<file path="config.mk">
export PLATFORM = sky130hd
export DESIGN_NAME = spi_xfer_ctrl
export DESIGN_NICKNAME = d
export VERILOG_FILES = /design/src/rtl/spi_pkg.sv /design/src/rtl/spi_shift_reg.sv /design/src/rtl/spi_xfer_ctrl.sv
export SDC_FILE = /design/constraint.sdc
export NUM_CORES = 1
export LEC_CHECK = 0
export CAP_MARGIN = 25
export CORE_UTILIZATION = 35
export DETAILED_ROUTE_END_ITERATION = 10
export GPL_TIMING_DRIVEN = 0
export HOLD_SLACK_MARGIN = 0.06
export PLACE_DENSITY = 0.65
export SLEW_MARGIN = 5
export SYNTH_ARGS = -nofsm -noshare
export SYNTH_HDL_FRONTEND = slang
export SYNTH_SLANG_ARGS = --single-unit
</file>
<file path="constraint.sdc">
create_clock -name i_clk -period 12.1 [get_ports i_clk]
set_input_delay 3.63 -clock i_clk [delete_from_list [all_inputs] [get_ports i_clk]]
set_output_delay 3.63 -clock i_clk [all_outputs]
set_load 0.05 [all_outputs]
</file>
<file path="src/rtl/spi_pkg.sv">
// Shared SPI master definitions: sizing constants and the transfer FSM state encoding.
package spi_pkg;

    localparam int unsigned SPI_DIVIDER_LEN   = 8;
    localparam int unsigned SPI_MAX_CHAR      = 32;
    localparam int unsigned SPI_CHAR_LEN_BITS = 5;

    typedef enum logic [1:0] {
        IDLE  = 2'd0,
        START = 2'd1,
        XFER  = 2'd2,
        DONE  = 2'd3
    } spi_state_e;

endpackage

</file>
<file path="src/rtl/spi_shift_reg.sv">
// Parallel-load tx/rx shift pair with independent shift enables and MSB/LSB-first direction.
module spi_shift_reg #(
    parameter int unsigned MAX_CHAR = 32,
    parameter int unsigned CNT_W    = 6
) (
    input  logic                i_clk,
    input  logic                i_rst,
    input  logic                i_load,
    input  logic [MAX_CHAR-1:0] i_tx_load,
    input  logic                i_lsb,
    input  logic [CNT_W-1:0]    i_len,
    input  logic                i_tx_shift,
    input  logic                i_rx_shift,
    input  logic                i_miso,
    output logic                o_mosi,
    output logic [MAX_CHAR-1:0] o_rx_next_c
);

    logic [MAX_CHAR-1:0] tx_q, tx_d, rx_q, rx_d;
    logic                lsb_q, lsb_sel;

    // Next tx/rx contents; load clears rx so MSB-first results come out right-aligned.
    always_comb begin
        tx_d    = tx_q;
        rx_d    = rx_q;
        lsb_sel = i_load ? i_lsb : lsb_q;
        if (i_load) begin
            tx_d = i_tx_load;
            rx_d = '0;
        end else begin
            if (i_tx_shift) begin
                tx_d = lsb_q ? (tx_q >> 1) : (tx_q << 1);
            end
            if (i_rx_shift) begin
                rx_d = lsb_q ? ((rx_q >> 1) | (MAX_CHAR'(i_miso) << (i_len - CNT_W'(1))))
                             : {rx_q[MAX_CHAR-2:0], i_miso};
            end
        end
    end

    always_ff @(posedge i_clk) begin
        if (i_rst) begin
            tx_q   <= '0;
            rx_q   <= '0;
            lsb_q  <= 1'b0;
            o_mosi <= 1'b0;
        end else begin
            tx_q   <= tx_d;
            rx_q   <= rx_d;
            o_mosi <= lsb_sel ? tx_d[0] : tx_d[MAX_CHAR-1];
            if (i_load) begin
                lsb_q <= i_lsb;
            end
        end
    end

    assign o_rx_next_c = rx_d;

endmodule

</file>
<file path="src/rtl/spi_xfer_ctrl.sv">
// SPI character transfer sequencer driving spi_clk_gen; counts edge pulses to shift MOSI/MISO.
// Optional SPI_LSB_FIRST_EN adds the i_lsb port for LSB-first transfers.
module spi_xfer_ctrl #(
    parameter int unsigned SPI_DIVIDER_LEN   = spi_pkg::SPI_DIVIDER_LEN,
    parameter int unsigned SPI_MAX_CHAR      = spi_pkg::SPI_MAX_CHAR,
    parameter int unsigned SPI_CHAR_LEN_BITS = spi_pkg::SPI_CHAR_LEN_BITS
) (
    input  logic                         i_clk,
    input  logic                         i_rst,
    input  logic                         i_start,
    input  logic [SPI_CHAR_LEN_BITS-1:0] i_char_len,
    input  logic [SPI_DIVIDER_LEN-1:0]   i_divider,
    input  logic                         i_tx_neg,
    input  logic [SPI_MAX_CHAR-1:0]      i_tx_data,
`ifdef SPI_LSB_FIRST_EN
    input  logic                         i_lsb,
`endif
    input  logic                         i_miso,
    input  logic                         i_pos_edge,
    input  logic                         i_neg_edge,
    output logic                         o_enable,
    output logic                         o_tx_start,
    output logic                         o_last_clk,
    output logic [SPI_DIVIDER_LEN-1:0]   o_divider,
    output logic                         o_mosi,
    output logic                         o_ss_n,
    output logic                         o_busy,
    output logic                         o_done,
    output logic [SPI_MAX_CHAR-1:0]      o_rx_data
);

    import spi_pkg::*;

    localparam int unsigned CNT_W = SPI_CHAR_LEN_BITS + 1;

    spi_state_e              state_q, state_d;
    logic [CNT_W-1:0]        cnt_q, cnt_d, len_q, len_start;
    logic                    tx_neg_q, sampled_q;
    logic                    start_ok, sample_c, drive_c, lsb_start;
    logic [SPI_MAX_CHAR-1:0] tx_load, rx_next;

`ifdef SPI_LSB_FIRST_EN
    assign lsb_start = i_lsb;
`else
    assign lsb_start = 1'b0;
`endif

    assign start_ok  = (state_q == IDLE) && i_start;
    assign len_start = (i_char_len == '0) ? CNT_W'(SPI_MAX_CHAR) : CNT_W'(i_char_len);
    // MSB-first: left-justify so bit char_len-1 sits at the shift-out end.
    assign tx_load   = lsb_start ? i_tx_data : (i_tx_data << (CNT_W'(SPI_MAX_CHAR) - len_start));
    assign sample_c  = (state_q == XFER) && (tx_neg_q ? i_pos_edge : i_neg_edge);
    assign drive_c   = (state_q == XFER) && sampled_q && (tx_neg_q ? i_neg_edge : i_pos_edge);

    always_comb begin
        state_d = state_q;
        cnt_d   = cnt_q;
        case (state_q)
            IDLE: begin
                if (i_start) begin
                    state_d = START;
                    cnt_d   = len_start;
                end
            end
            START: state_d = XFER;
            XFER: begin
                if (sample_c) begin
                    cnt_d = cnt_q - CNT_W'(1);
                    if (cnt_q == CNT_W'(1)) begin
                        state_d = DONE;
                    end
                end
            end
            DONE:    state_d = IDLE;
            default: state_d = IDLE;
        endcase
    end

    always_ff @(posedge i_clk) begin
        if (i_rst) begin
            state_q <= IDLE;
            cnt_q   <= '0;
        end else begin
            state_q <= state_d;
            cnt_q   <= cnt_d;
        end
    end

    // Latched transfer settings and registered outputs decoded from the next state.
    always_ff @(posedge i_clk) begin
        if (i_rst) begin
            len_q      <= '0;
            tx_neg_q   <= 1'b0;
            sampled_q  <= 1'b0;
            o_divider  <= '0;
            o_enable   <= 1'b0;
            o_tx_start <= 1'b0;
            o_last_clk <= 1'b0;
            o_ss_n     <= 1'b1;
            o_busy     <= 1'b0;
            o_done     <= 1'b0;
            o_rx_data  <= '0;
        end else begin
            if (start_ok) begin
                len_q     <= len_start;
                tx_neg_q  <= i_tx_neg;
                o_divider <= i_divider;
                sampled_q <= 1'b0;
            end else if (sample_c) begin
                sampled_q <= 1'b1;
            end
            o_enable   <= (state_d == XFER);
            o_tx_start <= (state_d == START);
            o_last_clk <= ((state_d == START) || (state_d == XFER)) && (cnt_d == CNT_W'(1));
            o_ss_n     <= !((state_d == START) || (state_d == XFER));
            o_busy     <= (state_d != IDLE);
            o_done     <= (state_d == DONE);
            if ((state_q == XFER) && (state_d == DONE)) begin
                o_rx_data <= rx_next;
            end
        end
    end

    spi_shift_reg #(
        .MAX_CHAR (SPI_MAX_CHAR),
        .CNT_W    (CNT_W)
    ) u_shift (
        .i_clk       (i_clk),
        .i_rst       (i_rst),
        .i_load      (start_ok),
        .i_tx_load   (tx_load),
        .i_lsb       (lsb_start),
        .i_len       (len_q),
        .i_tx_shift  (drive_c),
        .i_rx_shift  (sample_c),
        .i_miso      (i_miso),
        .o_mosi      (o_mosi),
        .o_rx_next_c (rx_next)
    );

endmodule
</file>
Word level (Yosys, flattened, before mapping):

Cells that the tools add are included.

* flip-flop bits (word level): 128
* bits of input ports: 52
* logic and storage cells: 63

* add/sub/neg operators: 3
* equal/unequal tests: 8
* shift operators: 2
* muxes and demuxes: 18
* bitwise operators: 1
* reductions and logical operators: 13

Operators with widths (number)
* 32-bit two-way mux: 6
* 31-bit by 32-bit bitwise OR with 32-bit output: 1
* 1-bit by 6-bit left shift with 32-bit output: 1
* 32-bit by 6-bit left shift with 32-bit output: 1
* 6-bit two-way mux: 3
* 6-bit by 1-bit == test with 1-bit output, second input constant: 2
* 6-bit case mux with 2 select lines: 1
* 6-bit by 1-bit subtractor with 6-bit output, second input constant: 2
* 2-bit == test, second input constant: 4
* 2-bit case mux with 4 select lines: 1
* 1-bit logical AND: 6
* 2-bit two-way mux: 3
* 6-bit subtractor, first input constant: 1
* 5-bit logical NOT: 1
* 2-bit by 1-bit == test with 1-bit output, second input constant: 2
* 1-bit two-way mux: 4
* 2-bit nonzero test: 2
* 2-bit logical NOT: 1
* 2-bit OR reduction: 1
* 1-bit logical NOT: 1
* 1-bit logical OR: 1

Logic depth before layout (Yosys ltp):

Gate-level depths: netlist (run 1).

* word-level depth: 7
* gate-level depth with buffers: 15
* gate-level depth less buffers: 12

Modules after synthesis:

From an unflattened synthesis (run 1), not the netlist that was laid out.

* cell total of the unflattened synthesis: 1026
* area, all modules: 8080.2 um^2

By module, submodules not included
* spi_xfer_ctrl: instances 1, cells each 511, area each 4071.4 um^2, sequential area each 1241.2 um^2
* spi_shift_reg: instances 1, cells each 515, area each 4008.8 um^2, sequential area each 1321.3 um^2

Least setup slack after synthesis (run 1):

OpenSTA, ideal clock, no wires.

* kind: input-to-reg
* start: in i_char_len[0]
* end: reg u_shift.tx_q[12]
* data arrival time: 6.372 ns
* required time: 11.983 ns
* setup slack: 5.610 ns
* stages: 13
* path buffers: 6
* cells stage by stage: buf_2 buf_2 inv_2 buf_2 ha_1 clkbuf_1 buf_2 buf_2 mux4_2 mux2_2 nor2_1 o21ai_0 a32o_1

* word-level cells in the longest chain between the ends: 5

RTL lines
* start: declaration: RTL line spi_xfer_ctrl.sv:11 `input logic [SPI_CHAR_LEN_BITS-1:0] i_char_len,`
* 5-bit logical NOT: RTL line spi_xfer_ctrl.sv:49 `assign len_start = (i_char_len == '0) ? CNT_W'(SPI_MAX_CHAR) : CNT_W'(i_char_len);`
* 6-bit two-way mux (*): RTL line spi_xfer_ctrl.sv:49
* 6-bit subtractor (*): RTL line spi_xfer_ctrl.sv:51 `assign tx_load = lsb_start ? i_tx_data : (i_tx_data << (CNT_W'(SPI_MAX_CHAR) - len_start));`
* 32-bit by 6-bit left shift with 32-bit output (*): RTL line spi_xfer_ctrl.sv:51
* 32-bit two-way mux (*): RTL line spi_shift_reg.sv:27 `if (i_load) begin`
* end signal: assignment: RTL line spi_shift_reg.sv:48 `tx_q <= tx_d;`
* end: declaration: RTL line spi_shift_reg.sv:19 `logic [MAX_CHAR-1:0] tx_q, tx_d, rx_q, rx_d;`

Mark *: on every way between the ends. The rest lies on a longest branch, timed or not.
A chain may end at the register's enable or synchronous reset.

Final worst setup path (run 1):

* start: in i_pos_edge
* end: reg o_rx_data[24]

* word-level cells in the longest chain between the ends: 6
* elaborated cells on any way between the ends: 8

RTL lines
* start: declaration: RTL line spi_xfer_ctrl.sv:19 `input logic i_pos_edge,`
* 1-bit two-way mux: RTL line spi_xfer_ctrl.sv:52 `assign sample_c = (state_q == XFER) && (tx_neg_q ? i_pos_edge : i_neg_edge);`
* 1-bit logical AND: RTL line spi_xfer_ctrl.sv:52
* 2-bit two-way mux: RTL line spi_xfer_ctrl.sv:67 `if (sample_c) begin`
* 2-bit case mux with 4 select lines: RTL line spi_xfer_ctrl.sv:58 `case (state_q)`
* via state_d[0]: RTL line spi_xfer_ctrl.sv:36 `spi_state_e state_q, state_d;`
* 2-bit == test: RTL line spi_xfer_ctrl.sv:118 `if ((state_q == XFER) && (state_d == DONE)) begin`
* 1-bit logical AND: RTL line spi_xfer_ctrl.sv:118
* end signal: assignment: RTL line spi_xfer_ctrl.sv:119 `o_rx_data <= rx_next;`
* end: declaration: RTL line spi_xfer_ctrl.sv:29 `output logic [SPI_MAX_CHAR-1:0] o_rx_data`

The timed path passes the listed nets, and every way through them passes these cells.

==> results of run 1 <==
[cell usage in the layout, fill, tap and decap left out, types with 27 or more instances in the layout]
master           Yosys  layout
nand2_1             87      87
nor2_1              60      60
dfxtp_1            128     128
mux2i_1             60      60
a22oi_1             32      32
mux2_2              27      27
clkbuf_1            55      55
a21oi_1             88      88
a221oi_1            33      33
clkdlybuf4s50_1      0      93
and2_1              34      34
o21ai_0             91      91
[routing by layer]
metal	share of wire	track usage	vias to the layer above
li1	-	-	3608
met1	0.45	0.289	3632
met2	0.46	0.355	333
met3	0.058	0.0375	56
met4	0.031	0.0964	0
met5	0	0	-
[metrics by stage]
step                      worst slack [ps]  utilization  cell area (sq um)  hold slack [ps]  power, mW
after global routing                  5020        0.448               9480              472       1.42
after detailed placement              4920        0.420               8880              446      0.850
after global placement                4940        0.420               8880              443      0.846
after floorplan                       5610            -               7610              434      0.733
final                                 5260        0.448               9480              452       1.37
after CTS                             5350        0.448               9480              455       1.36
[cells by family (layout without fill, tap and decap cells)]
group | after synthesis | after routing | share of synthesized area
flip-flops | 128 | 128 | 0.337
buffers and inverters | 91 | 216 | 0.0482
adder cells (fa/ha/maj) | 10 | 10 | 0.0164
AO/OA/AOI/OAI | 298 | 298 | 0.248
AND/OR/NAND/NOR | 266 | 266 | 0.171
multiplexers | 102 | 102 | 0.163
XOR/XNOR | 14 | 14 | 0.0161
[sequential cells by signal, summed over array words and instances, names as in the netlist]
| register | count |
|---|---|
| u_shift.rx_q | 32 |
| cnt_q | 6 |
| o_ss_n | 1 |
| sampled_q | 1 |
| u_shift.tx_q | 32 |
| u_shift.lsb_q | 1 |
| o_rx_data | 32 |
| state_q | 2 |
| o_busy | 1 |
| u_shift.o_mosi | 1 |
| len_q | 6 |
| o_done | 1 |
| o_enable | 1 |
| tx_neg_q | 1 |
| o_divider | 8 |
| o_last_clk | 1 |
| o_tx_start | 1 |
[synthesized netlist by cell type, drive strengths merged (2+ instances only)]
master  instances
nand2          87
nor4           11
o22ai           2
o21ai          91
a22oi          32
nand2b          4
nor3           23
and3            3
mux2i          60
o211ai          5
a21oi          88
a32o            9
nor3b           6
a22o            6
o311ai          2
inv            12
buf            23
o221ai          2
nor2           60
or3             4
a31oi           3
xnor2           8
a211oi          8
o21a            3
and2           34
a221oi         34
nand4           4
nand3          11
o31ai           2
nor2b          11
mux4           15
or4             3
xor2            6
clkbuf         55
a311oi          2
dfxtp         128
mux2           27
ha             10
[how the worst max path moves through the flow]
stage	slack [ps]	cells after the start	to
2_1_floorplan	5610	13	u_shift.tx_q[12]
3_3_place_gp	4940	12	u_shift.o_mosi
3_5_place_dp	4920	13	o_rx_data[24]
4_1_cts	5350	14	u_shift.tx_q[28]
5_1_grt	5020	11	u_shift.tx_q[18]
6_report	5260	13	o_rx_data[24]
[power breakdown]
part	switching [mW]	leakage, nW	internal [mW]
logic	0.228	1.97	0.136
registers	0.0279	1.04	0.457
clock network	0.223	0.282	0.294
total	0.479	3.30	0.887
[area by class of cell]
cell class / count / area (sq um) / share of cell area
multi-input combinational: 690 / 4680 / 0.494
sequential: 128 / 2560 / 0.270
timing repair buffer: 93 / 931 / 0.0982
clock buffer: 17 / 425 / 0.0449
tap: 275 / 344 / 0.0363
buffer: 78 / 318 / 0.0335
clock inverter: 15 / 166 / 0.0176
inverter: 13 / 48.8 / 0.00515
[worst max-delay path, cell delays in order]
cell and delay, ps:
clkdlybuf4s50_1 500, mux2i_1 150, nor2_1 320, clkbuf_1 460, a31oi_1 170, o21a_1 250, inv_1 100, ha_1 200
nand2_1 140, nor3_1 560, clkbuf_1 460, a22oi_1 110, o21ai_0 120
==> results.toml, run 1 <==
[run_status]
status = "complete, no violations"

[worst_setup_path]
path_class = "in2reg"
start_kind = "input pin"
r2r_cells = 15
crit_path_max_fanout = 10
reg2reg_to = "o_rx_data[24]"
crit_path_end_kind = "flop"
r2r_start = "state_q[0]"
crit_start = "i_pos_edge"
r2r_slack_ps = 7910
worst-endpoint-required_ps = 12430
crit_arrival_ps = 7170

[synthesis]
syn_nets = 971
synthArstFlopShare = 0
synth_area_leaders = "dfxtp_1, mux2i_1, o21ai_0, a21oi_1, mux4_2"
yosysTopAreaCellShare = 0.337
syn_area_per_cell_sq_um = 8.37
synth_cell_types = 62
synthesis.area_sq_um = 7610
synth_area_leader_cell = "dfxtp_1"
syn_inst = 909
synth_edf_count = 0
synth_ff_type = "dfxtp_1"
yosysSeqAreaShare = 0.337
ys_seq_elements = 128
ys.warnings.count = 0

[placed_design]
place.gp.congestion = 0.945
post-dp-hpwl_microns = 18300
io_buffers = 93
dpl.cell_count = 1277

[route]
avgViaCountPerCell = 5.83
wl_per_cell_microns = 18.6
wirelength_microns = 24300
drc = 0
via_count = 7629
drt_iter0_drc = 597
drt-pass1-iter-count = 6
drtAntennaViolNets = 0

[cts]
tritoncts = "done"
htreeDepth = 4
cts_setup_buffers = 0
cts.clk_slew.worst_paths_ps = 60
root_buffer = "clkbuf_16"
cts-resized-gates = 0
cts_hold_buf = 0
cts_buffers = 17
cts.sinks = 128
clock_latency_ps = 420
clock_path_buffers = 2

[global_route]
grt_max_degree = 17
grt_pass1_wl_microns = 38400
grt_pass1_vias = 7041
grt-ovfl-total = 0
grt_usage = 0.221
antenna_found_initial = 0

[finish]
areaGrowthSynthToFinish_pct = 24.5
final_cells = 1309
antennaDiodeCount = 0
drive_above_1_share = 0.0957
fin_nets = 1083
fill_cells = 2076

[hold_path]
hold_class = "reg2reg"
min_path_cells = 2
hold_end = "o_divider[0]"
hp-start = "o_divider[0]"

[timing]
fin_crit_ps = 6840
fin_crit_sh = 0.565
skew_ps = 13.2
setup_tns_ps = 0
max_freq_mhz = 146
hold_viol = 0
relSlewSlack = 0.304
worst_slew_pin_slew_ps = 1030
drv_slew = 0
finalSetupViolCount = 0
rsz0062_at_grt = "false"

[floorplanning]
rows = 53
dieHeight_microns = 149
core_area_sq_um = 21200
dieArea_sq_um = 22300
num_io_pins = 99
die_w_microns = 149
initial_core_util = 0.360

[flow_run]
max-cap-violations = 0

[power]
p_leak_nw = 3.30
max-vdd-ir-drop_v = 0.0000962
power_density_nw_per_um2 = 144
(Power assumes the default switching activity.)
==> run 2, diff against run 1 <==
PLACE_DENSITY = 0.67   (was 0.65)
clock period = 6 ns   (was 12.1 ns; I/O delays follow)
==> run 2 against run 1 <==
  * First-iteration DRC count down 12%
  * Sequential share of layout area hardly changed
  * Largest cell class unchanged
  * Hold slack better by 2.6 ps
  * Flip-flop and latch count unchanged
  * Clock power rose by 93%
  * Combinational power increased by 100%
  * Clock skew fell by 5.9 ps
  * Via count fell by 1.1%
  * Critical path depth increased by 1
  * Highest routed layer unchanged
  * Global-route usage fell by 0.28 points
==> results.toml, run 2 (synthesized netlist as in run 1, its figures left out) <==
[floorplanning]
rows = 53
die_w_microns = 149
num_io_pins = 99
core_area_sq_um = 21200
dieHeight_microns = 149
initial_core_util = 0.360
dieArea_sq_um = 22300

[global_route]
grt_pass1_vias = 6938
use_met1 = 0.284
grt_pass1_wl_microns = 37900
gr-max-usage-layer = "met2"
grt_max_degree = 17
grt_use_met2 = 0.356
use_met3 = 0.0384
grt-ovfl-total = 0
grt_usage = 0.218
antenna_found_initial = 0

[worst_setup_path]
path_class = "in2reg"
critical-path-max-stage-delay_ps = 400
cp_top_family = "buffers and inverters"
crit_top_cell = "buf_2"
crit_arrival_ps = 5310
crit_path_end_kind = "flop"
cp_cell_sequence = "buf_2 > buf_2 > inv_2 > buf_2 > ha_1 > clkbuf_1 > buf_2 > buf_2 > mux4_2 > and2_1 > a311oi_1 > o21ai_0 > o31ai_1 > o32ai_1"
crit_path_max_fanout = 10
cpMaxStageDelayCell = "mux4_2"
critPathBufInv = 7
r2r_slack_ps = 1950
worst-endpoint-required_ps = 6300
start_kind = "input pin"
r2r_cells = 15
r2r_start = "state_q[0]"
reg2reg_to = "o_rx_data[30]"

[finish]
fill_cells = 2071
final_cells = 1310
largestRegisters = "o_rx_data (32), u_shift.rx_q (32), u_shift.tx_q (32)"
antennaDiodeCount = 0
drive_above_1_share = 0.0966
layout.cells.most_common = "dfxtp_1"
fin_nets = 1084
areaGrowthSynthToFinish_pct = 24.4
layout_common_cells = "dfxtp_1, clkdlybuf4s50_1, o21ai_0, a21oi_1, nand2_1"

[timing]
fin_crit_sh = 0.836
setup_tns_ps = 0
hold_viol = 0
drv_slew = 0
fin_crit_ps = 5020
max_freq_mhz = 199
rsz0062_at_grt = "false"
worst_slew_pin_slew_ps = 1070
skew_ps = 7.30
relSlewSlack = 0.277
finalSetupViolCount = 0

[cts]
tritoncts = "done"
root_buffer = "clkbuf_16"
cts_hold_buf = 0
cts.sinks = 128
cts_setup_buffers = 0
htreeDepth = 4
clock_latency_ps = 430
cts_buffers = 17
clock_path_buffers = 2
cts-resized-gates = 0
cts.clk_slew.worst_paths_ps = 60

[hold_path]
hold_end = "o_divider[3]"
min_path_cells = 2
hp-start = "o_divider[3]"
hold_class = "reg2reg"

[flow_run]
max-cap-violations = 0

[route]
drtAntennaViolNets = 0
drc = 0
drt-pass1-iter-count = 6
avgViaCountPerCell = 5.76
wirelength_microns = 24100
via_count = 7542
wl_per_cell_microns = 18.4
drt_iter0_drc = 526

[placed_design]
place.gp.congestion = 0.917
io_buffers = 93
post-dp-hpwl_microns = 18200
dpl.cell_count = 1277

[power]
swShare = 0.341
power_switching_mw = 0.923
pwr-share-clk = 0.369
p_int_mw = 1.78
max-vdd-ir-drop_v = 0.000212
power_density_nw_per_um2 = 286
seqPwrFrac = 0.362
combPwrFrac = 0.270
p_leak_nw = 3.29

[run_status]
status = "complete, no violations"
[run 2: layer usage]
layer	vias up	wire length [microns]
li1	3606	-
met1	3563	10600
met2	327	11300
met3	46	1620
met4	0	551
met5	-	0
[run 2: how the worst max path moves through the flow]
stage                              from                to  slack, ps  depth (start not counted)
after floorplan           i_char_len[0]  u_shift.tx_q[12]       1340                         13
after global placement    i_char_len[0]  u_shift.tx_q[18]        670                         11
after detailed placement  i_char_len[0]  u_shift.tx_q[28]        590                         14
after CTS                 i_char_len[0]  u_shift.tx_q[28]       1020                         14
after global routing         i_pos_edge      o_rx_data[6]        750                         13
final                     i_char_len[0]  u_shift.tx_q[28]        980                         14
[run 2: per-stage QoR]
stage          area, sq um  power, mW  hold slack [ps]  setup WS, ps  utilization
5_1_grt               9460       2.82              481           745        0.447
6_report              9460       2.71              454           984        0.447
3_3_place_gp          8880       1.70              444           665        0.420
3_5_place_dp          8880       1.71              448           594        0.420
4_1_cts               9460       2.70              456          1020        0.447
2_1_floorplan         7610       1.48              434          1340            -
[run 2: worst min-delay path, cell delays in order (launching register included)]
cell	delay (ps)
dfxtp_1	300
nand2_1	50
a21oi_1	50
[run 2: final cells by class]
type,instances,area (sq um),share of cell area
Tap cell,275,344,0.0364
Clock inverter,14,134,0.0141
Multi-Input combinational cell,690,4680,0.495
Inverter,13,48.8,0.00516
Sequential cell,128,2560,0.271
Clock buffer,18,439,0.0464
Buffer,78,318,0.0336
Timing Repair Buffer,94,936,0.0989
[run 2: power groups by stage]
stage                     clock network (mW)  logic [mW]  registers, mW
after global placement                     0       0.711          0.993
after CTS                               1.00       0.720          0.976
after detailed placement                   0       0.715          0.995
final                                  0.998       0.729          0.978
after floorplan                            0       0.449           1.03
after global routing                    1.05       0.791          0.985
